===== src/rtl/rf_write_arbiter_if.sv =====
// Bundle of the two writeback requesters, the register-file write port and the
// pending-write query used between the arbiter and its environment.
interface rf_write_arbiter_if;
  logic        a_valid;
  logic        a_ready;
  logic [4:0]  a_reg;
  logic [63:0] a_data;
  logic        b_valid;
  logic        b_ready;
  logic [4:0]  b_reg;
  logic [63:0] b_data;
  logic        RegWrite;
  logic [4:0]  WriteRegister;
  logic [63:0] WriteData;
  logic [4:0]  chk_reg;
  logic        chk_pending;

  modport master (
    output a_valid, a_reg, a_data,
    output b_valid, b_reg, b_data,
    output chk_reg,
    input  a_ready, b_ready,
    input  RegWrite, WriteRegister, WriteData,
    input  chk_pending
  );

  modport slave (
    input  a_valid, a_reg, a_data,
    input  b_valid, b_reg, b_data,
    input  chk_reg,
    output a_ready, b_ready,
    output RegWrite, WriteRegister, WriteData,
    output chk_pending
  );
endinterface


===== src/rtl/rf_write_arbiter.sv =====
// Two-requester register-file write arbiter: one-entry buffer per requester,
// round-robin on contention, oldest-first on same-register conflicts.
module rf_write_arbiter (
  input logic clk,
  input logic rst,
  rf_write_arbiter_if.slave bus
);

  localparam logic [4:0] ZERO_REG = 5'd31;

  logic        a_full;
  logic [4:0]  a_reg_q;
  logic [63:0] a_data_q;
  logic        b_full;
  logic [4:0]  b_reg_q;
  logic [63:0] b_data_q;
  logic        age_a_older;
  logic        rr_b_next;

  logic        reg_write_q;
  logic [4:0]  write_reg_q;
  logic [63:0] write_data_q;

  logic grant_a;
  logic grant_b;
  logic a_accept;
  logic b_accept;
  logic a_load;
  logic b_load;
  logic pending_hit;

  always_comb begin
    grant_a = 1'b0;
    grant_b = 1'b0;
    if (a_full && b_full) begin
      if (a_reg_q == b_reg_q)
        grant_a = age_a_older;
      else
        grant_a = ~rr_b_next;
      grant_b = ~grant_a;
    end else begin
      grant_a = a_full;
      grant_b = b_full;
    end
  end

  assign bus.a_ready = ~rst & (~a_full | grant_a);
  assign bus.b_ready = ~rst & (~b_full | grant_b);

  // Writes to the hardwired-zero register are acknowledged but never buffered.
  assign a_accept = bus.a_valid & bus.a_ready;
  assign b_accept = bus.b_valid & bus.b_ready;
  assign a_load   = a_accept & (bus.a_reg != ZERO_REG);
  assign b_load   = b_accept & (bus.b_reg != ZERO_REG);

  always_ff @(posedge clk) begin
    if (rst) begin
      a_full   <= 1'b0;
      a_reg_q  <= '0;
      a_data_q <= '0;
      b_full   <= 1'b0;
      b_reg_q  <= '0;
      b_data_q <= '0;
    end else begin
      if (a_load) begin
        a_full   <= 1'b1;
        a_reg_q  <= bus.a_reg;
        a_data_q <= bus.a_data;
      end else if (grant_a) begin
        a_full <= 1'b0;
      end
      if (b_load) begin
        b_full   <= 1'b1;
        b_reg_q  <= bus.b_reg;
        b_data_q <= bus.b_data;
      end else if (grant_b) begin
        b_full <= 1'b0;
      end
    end
  end

  // The newest load makes the other buffer the older one; a joint load favours A.
  always_ff @(posedge clk) begin
    if (rst) begin
      age_a_older <= 1'b1;
      rr_b_next   <= 1'b0;
    end else begin
      if (a_load && b_load)
        age_a_older <= 1'b1;
      else if (a_load)
        age_a_older <= 1'b0;
      else if (b_load)
        age_a_older <= 1'b1;
      if (a_full && b_full)
        rr_b_next <= grant_a;
    end
  end

  always_ff @(posedge clk) begin
    if (rst) begin
      reg_write_q  <= 1'b0;
      write_reg_q  <= '0;
      write_data_q <= '0;
    end else begin
      reg_write_q <= grant_a | grant_b;
      if (grant_a) begin
        write_reg_q  <= a_reg_q;
        write_data_q <= a_data_q;
      end else if (grant_b) begin
        write_reg_q  <= b_reg_q;
        write_data_q <= b_data_q;
      end
    end
  end

  assign bus.RegWrite      = reg_write_q;
  assign bus.WriteRegister = write_reg_q;
  assign bus.WriteData     = write_data_q;

  assign pending_hit = (a_full && (a_reg_q == bus.chk_reg)) ||
                       (b_full && (b_reg_q == bus.chk_reg)) ||
                       (reg_write_q && (write_reg_q == bus.chk_reg));

  assign bus.chk_pending = ~rst & (bus.chk_reg != ZERO_REG) & pending_hit;

endmodule


===== src/flat_wrapper.sv =====
// flat-port wrapper written by rule: the top's interface ports become plain ports
module rf_write_arbiter_flat 
  (clk, rst, bus_a_valid, bus_a_reg, bus_a_data, bus_b_valid, bus_b_reg, bus_b_data, bus_chk_reg, bus_a_ready, bus_b_ready, bus_RegWrite, bus_WriteRegister, bus_WriteData, bus_chk_pending);
  rf_write_arbiter_if bus_i ();
  input logic clk;
  input logic rst;
  input wire logic [$bits(bus_i.a_valid)-1:0] bus_a_valid;
  input wire logic [$bits(bus_i.a_reg)-1:0] bus_a_reg;
  input wire logic [$bits(bus_i.a_data)-1:0] bus_a_data;
  input wire logic [$bits(bus_i.b_valid)-1:0] bus_b_valid;
  input wire logic [$bits(bus_i.b_reg)-1:0] bus_b_reg;
  input wire logic [$bits(bus_i.b_data)-1:0] bus_b_data;
  input wire logic [$bits(bus_i.chk_reg)-1:0] bus_chk_reg;
  output wire logic [$bits(bus_i.a_ready)-1:0] bus_a_ready;
  output wire logic [$bits(bus_i.b_ready)-1:0] bus_b_ready;
  output wire logic [$bits(bus_i.RegWrite)-1:0] bus_RegWrite;
  output wire logic [$bits(bus_i.WriteRegister)-1:0] bus_WriteRegister;
  output wire logic [$bits(bus_i.WriteData)-1:0] bus_WriteData;
  output wire logic [$bits(bus_i.chk_pending)-1:0] bus_chk_pending;
  assign bus_i.a_valid = bus_a_valid;
  assign bus_i.a_reg = bus_a_reg;
  assign bus_i.a_data = bus_a_data;
  assign bus_i.b_valid = bus_b_valid;
  assign bus_i.b_reg = bus_b_reg;
  assign bus_i.b_data = bus_b_data;
  assign bus_i.chk_reg = bus_chk_reg;
  assign bus_a_ready = bus_i.a_ready;
  assign bus_b_ready = bus_i.b_ready;
  assign bus_RegWrite = bus_i.RegWrite;
  assign bus_WriteRegister = bus_i.WriteRegister;
  assign bus_WriteData = bus_i.WriteData;
  assign bus_chk_pending = bus_i.chk_pending;
  rf_write_arbiter u_core (.clk(clk), .rst(rst), .bus(bus_i));
endmodule

===== config.mk =====
export PLATFORM = sky130hd
export DESIGN_NAME = rf_write_arbiter_flat
export DESIGN_NICKNAME = d
export VERILOG_FILES = /design/src/rtl/rf_write_arbiter_if.sv /design/src/rtl/rf_write_arbiter.sv /design/src/flat_wrapper.sv
export SDC_FILE = /design/constraint.sdc
export NUM_CORES = 1
export LEC_CHECK = 0
export ABC_CLOCK_PERIOD_IN_PS = 2500
export CORE_MARGIN = 3
export CORE_UTILIZATION = 49
export CTS_CLUSTER_DIAMETER = 40
export CTS_CLUSTER_SIZE = 28
export DETAILED_ROUTE_END_ITERATION = 8
export GPL_ROUTABILITY_DRIVEN = 0
export GPL_TIMING_DRIVEN = 0
export PLACE_DENSITY = 0.8
export SETUP_SLACK_MARGIN = 0.5
export SYNTH_ARGS = -nofsm -noshare
export SYNTH_HDL_FRONTEND = slang
export SYNTH_SLANG_ARGS = --single-unit

===== constraint.sdc =====
create_clock -name clk -period 2.5 [get_ports clk]
set_input_delay 0.75 -clock clk [delete_from_list [all_inputs] [get_ports clk]]
set_output_delay 0.75 -clock clk [all_outputs]
set_load 0.01 [all_outputs]

**Word level (Yosys, flattened, before mapping)**

Index checks and enable logic that the tools add are counted.
Widths: inputs -> output; s select.

- Add/subtract/negate cells: 0
- $mul: 0
- Divide/modulo/power cells: 0
- $lt $le $gt $ge: 0
- Equality and inequality tests: 7
- Shift-type cells: 0
- Mux-type cells: 14
- Bitwise operators: 16
- Reduce and logical (&&, ||, !) cells: 12

Operators with widths:

| operator | count |
|---|---|
| $mux 64 | 2 |
| $eq 5x5->1 | 4 |
| $ne 5x5->1 const B | 3 |
| $mux 1 | 10 |
| $mux 5 | 2 |
| $and 1x1->1 | 8 |
| $reduce_bool 2->1 | 4 |
| $logic_and 1x1->1 | 5 |
| $not 1->1 | 5 |
| $or 1x1->1 | 3 |
| $logic_or 1x1->1 | 2 |
| $reduce_or 2->1 | 1 |

- Bits in registers: 212
- Bits in latches: 0
- RAM bits: 0
- ROM bits: 0
- Input port bits: 147
- Word-level logic and storage cells: 60
- Memories: 0

**Depth between registers and ports, before layout**

Gate-level depths: netlist of the first run.

- Word-level depth: 11
- Gate-level depth with buffers: 9

**Worst setup path before layout of the first run**

No wires, ideal clock.

- Path kind: input to output
- From: in bus_chk_reg[0]
- To: out bus_chk_pending
- Data arrival time: 1.735 ns
- Required time: 1.750 ns
- Slack: 0.015 ns
- Cell stages on the path: 6
- Buffers on the path: 0
- Path through: xor2_1 > nor4_1 > nand3_1 > nand2_1 > a31oi_1 > a311oi_1

- Word-level cells in the longest chain between the ends: 5
- Elaborated cells between the ends (all ways): 11

Ends and longest elaborated chain:

| element | RTL line | RTL |
|---|---|---|
| from (decl) | flat_wrapper.sv:13 | `input wire logic [$bits(bus_i.chk_reg)-1:0] bus_chk_reg;` |
| $eq 5x5->1 (on tied branches) | rf_write_arbiter.sv:120, rf_write_arbiter.sv:121 |  |
| $logic_and 1x1->1 (on tied branches) | rf_write_arbiter.sv:120, rf_write_arbiter.sv:121 |  |
| $logic_or 1x1->1 | rf_write_arbiter.sv:120 | `assign pending_hit = (a_full && (a_reg_q == bus.chk_reg)) \|\|` |
| $logic_or 1x1->1 | rf_write_arbiter.sv:121 | `(b_full && (b_reg_q == bus.chk_reg)) \|\|` |
| $and 1x1->1 * | rf_write_arbiter.sv:124 | `assign bus.chk_pending = ~rst & (bus.chk_reg != ZERO_REG) & pending_hit;` |
| to (decl) | flat_wrapper.sv:19 | `output wire logic [$bits(bus_i.chk_pending)-1:0] bus_chk_pending;` |

Mark *: on every way between the ends. The rest lies on a longest branch, timed or not.

**Final worst setup path of the first run**

- From: reg u_core.b_reg_q[0]
- To: out bus_chk_pending

- Word-level cells in the longest chain between the ends: 5

Ends and longest elaborated chain:

| element | RTL line | RTL |
|---|---|---|
| from (decl) | rf_write_arbiter.sv:15 | `logic [4:0] b_reg_q;` |
| from (signal assigned) | rf_write_arbiter.sv:74 | `b_reg_q <= bus.b_reg;` |
| $eq 5x5->1 | rf_write_arbiter.sv:121 |  |
| $logic_and 1x1->1 | rf_write_arbiter.sv:121 |  |
| $logic_or 1x1->1 | rf_write_arbiter.sv:120 |  |
| $logic_or 1x1->1 | rf_write_arbiter.sv:121 |  |
| $and 1x1->1 | rf_write_arbiter.sv:124 |  |

Every way passes these cells.

==> run_results.csv, run 1 <==
group,metric,value,unit
synth,synth.distinct_cells,33,
sta,relSlewSlack,0.460,
setup_path,cp-end-kind,"output pin",
run_status,failed_checks,"negative setup slack",
sta,finalSetupViolations,3,
clock_tree,tritoncts,"yes",
worst_hold_path,min_to,"u_core.bus.WriteData[15]",
floorplanning,dieHeight,138,microns
clock_tree,clk_latency,510,ps
routing,drt_wl_total,25000,microns
place,portBuffers,219,
routing,detail_route.first_pass.iterations,4,
synth,synth.ff_latch_count,212,
routing,routedWlPerCell,18.7,microns
grt,busiest_layer,"met2",
synth,ys_warn_count,0,
sta,fin_tns_setup,-534,ps
clock_tree,numCtsBuffers,27,
setup_path,crit_path_max_fanout,3,
pwr,p_sw,2190,uW
routing,drcViolationCount,0,
sta,maxSlewViolCount,0,
setup_path,r2r_end,"u_core.b_data_q[47]",
clock_tree,path_clk_slew,60,ps
routing,num_vias,7222,
setup_path,cp-start-kind,"register",
floorplanning,io_pins,220,
pwr,vdd_ir_drop_max,0.547,mV
grt,grt_pass1_wl,37800,microns
pwr,seq_power_share,0.420,
layout,multi_input_area,4270,sq um
pwr,p_int,6700,uW
setup_path,required,1750,ps
sta,finalHoldViolCount,0,
synth,yosys.area.top_type,"dfxtp_1",
grt,use_met1,0.323,
grt,grt_use_total,0.251,
sta,finalCriticalPeriod,2800,ps
pwr,combPwrFrac,0.141,
worst_hold_path,worstHoldStart,"u_core.b_data_q[15]",
layout,final_layout_size_suffix_gt1_frac,0.163,
floorplanning,core,16800,sq um
layout,area_growth,48.3,%
clock_tree,cts-htree-levels,1,
grt,first_global_vias,7240,
sta,min_period_over_period,1.12,
setup_path,crit_arrival,2050,ps
floorplanning,die-area,19000,sq um
setup_path,path_class,"register to output pin",
clock_tree,cts-root-buf,"clkbuf_16",
worst_hold_path,hold_class,"register to register",
sta,skew,7.65,ps
layout,seqCellArea,4280,sq um
clock_tree,cts_num_sinks,212,
run,cap_violations,0,
sta,worstMarginPinSlew,810,ps
routing,drt_iter0_markers,275,
routing,viasPerCell,5.40,
run_status,outcome,"finished with violations",
pwr,clkPwrFrac,0.439,
worst_hold_path,hold_depth,2,
grt,grt_use_met3,0.0471,
layout,antennaDiodeCount,0,
synth,synth_flop_cell,"dfxtp_1",
synth,yosys.area.top_type_share,0.499,
sta,max_freq,0.357,GHz
setup_path,rr_startpoint,"u_core.a_reg_q[2]",
synth,syn_inst,829,
synth,syn_avg_cell_area,10.3,sq um
floorplanning,num_rows,47,
synth,synthArstFlopShare,0,
pwr,power_density,705,nW/um^2
layout,n_fill_cell,1216,
pwr,p_total,8890,uW
clock_tree,holdBufCountCts,0,
grt,grt_max_degree,13,
sta,rsz0062_at_grt,"true",
setup_path,rrSetupSlack,290,ps
synth,syn-cell-area,8510,sq um
floorplanning,start_util,0.508,
synth,synth.yosys.seq_area_share,0.499,
setup_path,reg2reg_depth,10,
floorplanning,die_w,138,microns
synth,synth_enable_flop_cells,0,
routing,drtAntennaViolNets,0,
layout,final_nets,1244,
sta,postLayoutSetupSlackWorst,-298,ps
grt,met2_usage,0.430,
grt,antenna_found_initial,1,
pwr,leakage,0.00521,uW
clock_tree,cts_buffer_depth,3,
grt,overflow,0,
pwr,switching_share,0.247,
place,dpl.hpwl,16500,microns
synth,synth_nets,976,
synth,synthTopCellsByArea,"dfxtp_1 (50%), mux2i_1 (24%), nor2_1 (6.2%), a22oi_1 (6.1%), o21ai_0 (3.9%)",
-- Yosys cell counts (3+ instances only) --
library cell,instances
dfxtp_1,212
mux2i_1,206
nor2_1,141
a22oi_1,69
o21ai_0,67
clkbuf_1,32
buf_2,21
xor2_1,14
a21oi_1,7
nand2_1,7
nand3_1,6
xnor2_1,6
buf_6,5
buf_4,4
nor4_1,4
a311oi_1,3
a31oi_1,3
inv_1,3
nor3_1,3
o21ai_1,3
-- layout by cell type (no fill, tap or decap), types with 4 or more instances in the layout --
cell             count
nand3_1              5
buf_4               19
clkbuf_16           27
nand2_1              6
clkbuf_1            29
xor2_1              12
o21ai_1             32
buf_2                6
dlygate4sd2_1       76
o21ai_0             37
nor4_1               4
a22oi_2             33
dfxtp_4              7
clkinvlp_4           4
buf_6               11
clkinv_2             6
dfxtp_2              4
buf_12              15
buf_8                5
mux2i_2              5
clkbuf_8             6
a22oi_1             36
mux2i_1            200
dfxtp_1            201
a21oi_1              6
nor2_1             140
clkdlybuf4s50_1    135
-- per-stage QoR --
step / instance area, sq um / utilization / worst slack [ps] / hold slack (ps) / cells
finish: 12600 / 0.753 / -298 / 481 / 1337
global route: 12600 / 0.753 / -363 / 508 / 1337
CTS: 12100 / 0.723 / -298 / 479 / 1330
detailed placement: 11000 / 0.656 / -1120 / 466 / 1268
global placement: 11000 / 0.656 / -1100 / 455 / 1268
floorplan: 8520 / - / 146 / 447 / 829
-- power by group through the flow --
stage	logic [uW]	clock network [uW]	registers (uW)
final	1250	3900	3740
after global routing	1350	4100	3760
after global placement	1100	0	3790
after CTS	1140	3960	3720
after floorplan	551	0	3790
after detailed placement	1120	0	3790
-- cells by family after synthesis --
group	count (synthesis)	share of synthesized area
xor+xnor	20	0.0206
simple gates	170	0.0840
mux	206	0.242
compound gates	156	0.116
buf+inv	65	0.0379
flops	212	0.499
-- worst max-delay path, cell delays in order, from the launching register on --
cell      delay (ps)
dfxtp_4          360
xor2_1           160
nor4_1           340
nand3_1          120
nand2_1           70
a31oi_1           50
a311oi_2         250
buf_2            190
-- final cells by class --
| type | count | share of cell area |
|---|---|---|
| clock buffers | 34 | 0.0596 |
| inverters | 3 | 0.000893 |
| multi-input cells | 552 | 0.338 |
| well taps | 220 | 0.0218 |
| plain buffers | 62 | 0.0478 |
| flip-flops and latches | 212 | 0.339 |
| clock inverters | 15 | 0.0133 |
| repair buffers | 239 | 0.179 |
-- flip-flops by register name, summed over array words and instances, names as in the netlist --
register                  cells
u_core.bus.RegWrite           1
u_core.age_a_older            1
u_core.bus.WriteRegister      5
u_core.b_reg_q                5
u_core.b_data_q              64
u_core.a_data_q              64
u_core.b_full                 1
u_core.rr_b_next              1
u_core.a_full                 1
u_core.bus.WriteData         64
u_core.a_reg_q                5
-- worst max path at each step --
stage,startpoint,to,slack (ps),cells after the start
floorplan,bus_chk_reg[2],bus_chk_pending,150,6
global placement,bus_chk_reg[2],bus_chk_pending,-1100,8
detailed placement,bus_chk_reg[2],bus_chk_pending,-1120,8
CTS,u_core.a_reg_q[0],bus_chk_pending,-300,7
global route,u_core.b_reg_q[0],bus_chk_pending,-360,7
finish,u_core.b_reg_q[0],bus_chk_pending,-300,7
-- metal layers --
metal / share of wire / wire length (microns)
met1: 0.42 / 10600
met2: 0.49 / 12200
met3: 0.065 / 1630
met4: 0.019 / 484
met5: 0.00028 / 7
-- what timing repair did --
item	in CTS	in global routing
gates resized for setup	172	147
gates cloned	1	0
setup endpoints to repair	283	209
pin swaps	17	11
setup buffers	12	7
No activity file was read; power rests on OpenSTA's default activity.
==> run 2, diff against run 1 <==
--- a/config.mk
+++ b/config.mk
@@ -7,13 +7,14 @@
 export LEC_CHECK = 0
 export ABC_CLOCK_PERIOD_IN_PS = 2500
 export CORE_MARGIN = 3
-export CORE_UTILIZATION = 49
+export CORE_UTILIZATION = 51
+export CTS_BUF_LIST = sky130_fd_sc_hd__clkbuf_8
 export CTS_CLUSTER_DIAMETER = 40
 export CTS_CLUSTER_SIZE = 28
 export DETAILED_ROUTE_END_ITERATION = 8
 export GPL_ROUTABILITY_DRIVEN = 0
 export GPL_TIMING_DRIVEN = 0
-export PLACE_DENSITY = 0.8
+export PLACE_DENSITY = 0.83
 export SETUP_SLACK_MARGIN = 0.5
 export SYNTH_ARGS = -nofsm -noshare
 export SYNTH_HDL_FRONTEND = slang
==> run 2 against run 1 <==
Compared with the run above: the run still ends with negative setup slack left; via count up 5.0%; register-to-register slack worse by 270 ps; clock skew up 10 ps; sequential power about the same; clock power down 27%; highest routed layer unchanged.
==> run_results.csv, run 2 (synthesis gave the netlist of run 1 again) <==
group,metric,value,unit
run_status,outcome,"finished with violations",
run_status,failed_checks,"negative setup slack",
setup_path,cp-end-kind,"output pin",
routing,drt_wl_total,27500,microns
sta,skew,18.0,ps
floorplanning,io_pins,220,
layout,mostFrequentLayoutCell,"dfxtp_1",
routing,drt_iter0_markers,384,
sta,rsz0062_at_grt,"true",
floorplanning,die-area,18300,sq um
layout,area_growth,51.7,%
routing,routedWlPerCell,20.2,microns
floorplanning,num_rows,46,
clock_tree,tritoncts,"yes",
sta,max_freq,0.342,GHz
clock_tree,cts-htree-levels,1,
setup_path,crit_chain,"buf_12, xnor2_4, and3_4, buf_12, buf_6, a211oi_4, nor3_2, buf_4",
sta,finalSetupViolations,3,
routing,dr_wl_met2,13800,microns
grt,first_global_vias,7421,
worst_hold_path,min_to,"u_core.bus.WriteData[4]",
routing,dr.max_layer_used,"met5",
sta,relSlewSlack,0.425,
sta,finalHoldViolCount,0,
floorplanning,dieHeight,135,microns
grt,antenna_found_initial,2,
setup_path,crit_path_max_fanout,4,
clock_tree,cts_buffer_depth,3,
clock_tree,holdBufCountCts,0,
grt,grt_max_degree,16,
clock_tree,numCtsBuffers,27,
setup_path,r2r_end,"u_core.b_reg_q[3]",
floorplanning,start_util,0.528,
layout,layout_common_cells,"dfxtp_1 (201), mux2i_1 (199), nor2_1 (140), clkdlybuf4s50_1 (140), dlygate4sd2_1 (67)",
layout,n_fill_cell,1000,
worst_hold_path,worstHoldStart,"u_core.b_data_q[4]",
routing,viasPerCell,5.58,
setup_path,cp-start-kind,"register",
worst_hold_path,hold_class,"register to register",
floorplanning,die_w,135,microns
layout,finalCoreUtilization,0.801,
setup_path,critPathMostFrequentCell,"buf_12",
setup_path,slowest_stage,"dfxtp_4",
run,cap_violations,0,
setup_path,path_class,"register to output pin",
place,portBuffers,219,
sta,worstMarginPinSlew,862,ps
setup_path,required,1750,ps
grt,grt_use_total,0.264,
layout,final_nets,1269,
clock_tree,clk_latency,560,ps
setup_path,crit_arrival,2170,ps
routing,dr_wl_met3,1680,microns
routing,wirelength_met1,11000,microns
sta,maxSlewViolCount,0,
clock_tree,cts-root-buf,"clkbuf_8",
setup_path,reg2reg_depth,14,
layout,final_layout_size_suffix_gt1_frac,0.196,
worst_hold_path,hold_depth,2,
routing,num_vias,7583,
sta,finalCriticalPeriod,2920,ps
setup_path,path_buf_inv,4,
sta,fin_tns_setup,-1000,ps
setup_path,rrSetupSlack,20,ps
routing,detail_route.first_pass.iterations,4,
layout,multi_input_area,4390,sq um
pwr,vdd_ir_drop_max,0.521,mV
routing,drtAntennaViolNets,0,
pwr,leakage,0.00525,uW
setup_path,cp_slowest_stage_delay,370,ps
floorplanning,core,16100,sq um
clock_tree,cts_num_sinks,212,
clock_tree,path_clk_slew,80,ps
pwr,power_density,624,nW/um^2
routing,drcViolationCount,0,
place,dpl.hpwl,16200,microns
pwr,p_total,8050,uW
grt,overflow,0,
layout,seqCellArea,4270,sq um
setup_path,rr_startpoint,"u_core.b_reg_q[0]",
grt,grt_pass1_wl,38800,microns
sta,min_period_over_period,1.17,
sta,postLayoutSetupSlackWorst,-420,ps
setup_path,crit_family,"buffers and inverters",
[run 2: cell types whose count changed in the layout (fill, tap and decap cells not counted), moves of 8 or more]
cell	delta
o21ai_1	+28
o21ai_0	-27
clkbuf_16	-24
clkbuf_8	+22
buf_6	+12
a22oi_1	-9
a22oi_2	+9
dlygate4sd2_1	-9
buf_12	+8
[run 2: worst max-delay path by stage]
stage                           start               to  slack (ps)  cells after the start
floorplan              bus_chk_reg[2]  bus_chk_pending         150                      6
global placement       bus_chk_reg[3]  bus_chk_pending       -1100                      8
global route        u_core.b_reg_q[0]      bus_b_ready        -470                      8
CTS                 u_core.b_reg_q[3]  bus_chk_pending        -320                      7
finish              u_core.b_reg_q[0]      bus_b_ready        -420                      8
detailed placement     bus_chk_reg[3]  bus_chk_pending       -1120                      8
[run 2: timing repair]
action,in CTS,in global routing
gates resized for setup,219,157
setup endpoints to repair,283,217
gates cloned,5,3
pin swaps,18,14
setup buffers,29,8
[run 2: metrics by stage]
stage          hold WS (ps)  worst slack, ps  area [sq um]  cells
4_1_cts                 485             -320         12300   1347
3_5_place_dp            467            -1120         11000   1264
2_1_floorplan           447              146          8520    829
6_report                495             -420         12900   1359
5_1_grt                 510             -472         12900   1359
3_3_place_gp            453            -1100         11000   1264
[run 2: power breakdown]
part,internal (uW),switching (uW),total (uW),leakage (uW)
Sequential,3580,170,3750,0.00174
Combinational,784,658,1440,0.00321
Clock,1330,1520,2860,0.000298
Total,5690,2350,8050,0.00525
[run 2: final cells by class]
cell class | instances | share of cell area
Multi-Input combinational cell | 552 | 0.340
Sequential cell | 212 | 0.331
Timing Repair Buffer | 264 | 0.211
Buffer | 62 | 0.0481
Clock buffer | 27 | 0.0288
Tap cell | 216 | 0.0209
Clock inverter | 22 | 0.0194
Inverter | 3 | 0.000873
Antenna cell | 1 | 0.000194
[run 2: metal layers]
metal | vias up | global-route usage
met1 | 3642 | 0.345
met2 | 319 | 0.448
met4 | 2 | 0.0890
met5 | - | 0
met3 | 83 | 0.0427
li1 | 3537 | -
[run 2: worst reg2reg max path, stage by stage, from the launching register on]
cell and delay (ps):
dfxtp_4 370, buf_12 130, xnor2_4 180, and3_4 270
buf_12 120, buf_6 100, a211oi_4 60, buf_6 140
nor3_4 170, buf_6 200, buf_6 140, buf_6 100
buf_12 110, mux2i_1 180, nor2_1 70
==> run 3, diff against run 2 <==
--- a/config.mk
+++ b/config.mk
@@ -16,6 +16,7 @@
 export GPL_TIMING_DRIVEN = 0
 export PLACE_DENSITY = 0.83
 export SETUP_SLACK_MARGIN = 0.5
+export SLEW_MARGIN = 20
 export SYNTH_ARGS = -nofsm -noshare
 export SYNTH_HDL_FRONTEND = slang
 export SYNTH_SLANG_ARGS = --single-unit
==> results of run 3 <==
Same layout as run 2: the final DEF is identical, and so are final timing and power.
==> patch, RTL diff (settings of run 2) <==
Make the reset (`rst`) asynchronous in 3 clocked blocks.
--- a/src/rtl/rf_write_arbiter.sv
+++ b/src/rtl/rf_write_arbiter.sv
@@ -53,7 +53,7 @@
   assign a_load   = a_accept & (bus.a_reg != ZERO_REG);
   assign b_load   = b_accept & (bus.b_reg != ZERO_REG);
 
-  always_ff @(posedge clk) begin
+  always_ff @(posedge clk or posedge rst) begin
     if (rst) begin
       a_full   <= 1'b0;
       a_reg_q  <= '0;
@@ -80,7 +80,7 @@
   end
 
   // The newest load makes the other buffer the older one; a joint load favours A.
-  always_ff @(posedge clk) begin
+  always_ff @(posedge clk or posedge rst) begin
     if (rst) begin
       age_a_older <= 1'b1;
       rr_b_next   <= 1'b0;
@@ -96,7 +96,7 @@
     end
   end
 
-  always_ff @(posedge clk) begin
+  always_ff @(posedge clk or posedge rst) begin
     if (rst) begin
       reg_write_q  <= 1'b0;
       write_reg_q  <= '0;
Behaviour: differs if rst is asserted again (counterexample within 4 cycles, from zero or initial values and one cycle with rst high); with rst held inactive, the same outputs for 4 cycles.
==> patch against run 2 <==
The flow still finishes with violations (setup timing). Critical path depth fell by 2. Synthesized cell count fell by 28%. Sequential cell count did not move. First-iteration DRC count fell by 6.5%. Final area rose by 3.7%. Setup slack improved by 0.066 ns. Wire length fell by 2.1%. Synthesized area rose by 6.9%. Critical path type unchanged. Critical endpoint unchanged. Largest cell class is now sequential cells.
Power is not compared: it rests on default switching activity, and its combinational part moved more than twofold at a synthesized area within 25%.
==> patch: results (changes against run 2) <==
[logic_synthesis]
share_of_the_yosys_chip_area_belonging_to_registers_pct=58.3  ; was 49.9%
synth-async-reset-ratio_pct=100  ; was 0%
yosys_most_used_dff=sky130_fd_sc_hd__dfrtp_1  ; was sky130_fd_sc_hd__dfxtp_1
yosys.cell_types.count=42  ; was 33
synthesis.area_per_instance_um2=15.1  ; was 10.3 µm²
synthTopCellsByCount=211 x sky130_fd_sc_hd__dfrtp_1, 68 x sky130_fd_sc_hd__mux2_2, 68 x sky130_fd_sc_hd__o221a_2, 68 x sky130_fd_sc_hd__or3_1, 67 x sky130_fd_sc_hd__mux2_4  ; was 212 x sky130_fd_sc_hd__dfxtp_1, 206 x sky130_fd_sc_hd__mux2i_1, 141 x sky130_fd_sc_hd__nor2_1
synthXorXnorAreaFrac_pct=1.93  ; was 2.06%
synthMuxAreaShare_pct=19.6  ; was 24.2%

[placed_design]
post_dp_cell_area_um2=11800  ; was 11000 µm²
post_dp_hpwl_mm=17.0  ; was 16.2 mm
pre_cts_ws_ns=-1.12  ; about the same

[worst_hold_path]
worstHoldPathType=in2async  ; was reg2reg

[drt]
wl_mm=26.9  ; was 27.5 mm
post_drt_wl_per_cell_um=23.4  ; was 20.2 µm
routed.top_layer=met4  ; was met5
wl_met2_mm=13.1  ; was 13.8 mm
met3_wirelength_mm=1.99  ; was 1.68 mm
drt-vias-per-instance=5.74  ; was 5.58

[timing]
fin_setup_tns_ns=-4.04  ; was -1.00 ns
worst_slew_margin_rel_pct=55.3  ; was 42.5%
final_critical_path_setup_slack_ns=-0.354  ; was -0.420 ns
setup_violations=50  ; was 3
largest_clock_skew_in_the_final_design_ns=0.0483  ; was 0.0180 ns

[status]
status=complete, but fails checks  ; unchanged
violations_in_the_final_reports=setup timing  ; unchanged

[critical_path]
critical-path-slowest-cell=sky130_fd_sc_hd__or4_4  ; was sky130_fd_sc_hd__dfxtp_4
crit_path_max_fo=2  ; was 4
r2r-start=u_core.a_reg_q[4]$_DFFE_PP0P_  ; was u_core.b_reg_q[0]$_SDFFE_PP0P_
cp_max_stage_delay_ns=0.53  ; was 0.37 ns

[clock_network]
clock_latency_on_the_worst_skew_pair_ns=0.54  ; was 0.56 ns
tritoncts_buffer_count=35  ; was 27

[layout]
layout_cells_sized_above_1_pct=40.9  ; was 19.6%
fillers=991  ; was 1000

[grt]
largest_net_degree_at_the_start_of_global_routing=45  ; was 16
grt_pass1_wl_mm=42.9  ; was 38.8 mm
grt.met3_usage_pct=8.04  ; was 4.27%
grt_use_met2_pct=44.7  ; was 44.8%
number_of_antenna_violations_at_the_first_check_in_global_routing=3  ; was 2
grt_pass1_vias=7448  ; was 7421

## patch: changes by cell type after synthesis, moves of 9 or more
cell | before | now
sky130_fd_sc_hd__or3_1 | 0 | 68
sky130_fd_sc_hd__dfrtp_1 | 0 | 211
sky130_fd_sc_hd__mux2_2 | 0 | 68
sky130_fd_sc_hd__mux2i_1 | 206 | 1
sky130_fd_sc_hd__o21ai_0 | 67 | 2
sky130_fd_sc_hd__mux2_4 | 0 | 67
sky130_fd_sc_hd__nor2_1 | 141 | 5
sky130_fd_sc_hd__o221a_2 | 0 | 68
sky130_fd_sc_hd__clkbuf_1 | 32 | 23
sky130_fd_sc_hd__a22oi_1 | 69 | 0
sky130_fd_sc_hd__buf_2 | 21 | 12
sky130_fd_sc_hd__dfxtp_1 | 212 | 0
## patch: timing repair
item,4_1_cts,5_1_grt
setup endpoints to repair,281,260
gates cloned,10,1
resized for setup,131,18
hold buffers,0,0
pin swaps,10,9
setup buffers,20,5
## patch: final cells by class
cell class	count	area, µm²	area share [%]
sequential	212	5320	39.8
multi-input combinational	341	3730	27.9
timing repair buffer	259	2730	20.4
clock buffer	42	578	4.32
buffer	45	425	3.18
tap	225	282	2.10
clock inverter	21	280	2.10
inverter	3	15.0	0.112
antenna	3	7.51	0.0561
timing repair inverter	1	5.00	0.0374
## patch: logic make-up (layout without fill, tap and decap cells)
family | after synthesis | in the layout
flip-flops | 212 | 212
multiplexers | 136 | 136
AND/OR/NAND/NOR | 98 | 98
AO/OA/AOI/OAI | 87 | 87
buffers and inverters | 48 | 371
XOR/XNOR | 20 | 20
other | 0 | 3
## patch: critical path: cells and delay by family, from the launching register on
kind / cells / cell delay, ns
flops: 1 / 0.44
simple gates: 4 / 0.82
xor+xnor: 1 / 0.22
buf+inv: 1 / 0.12
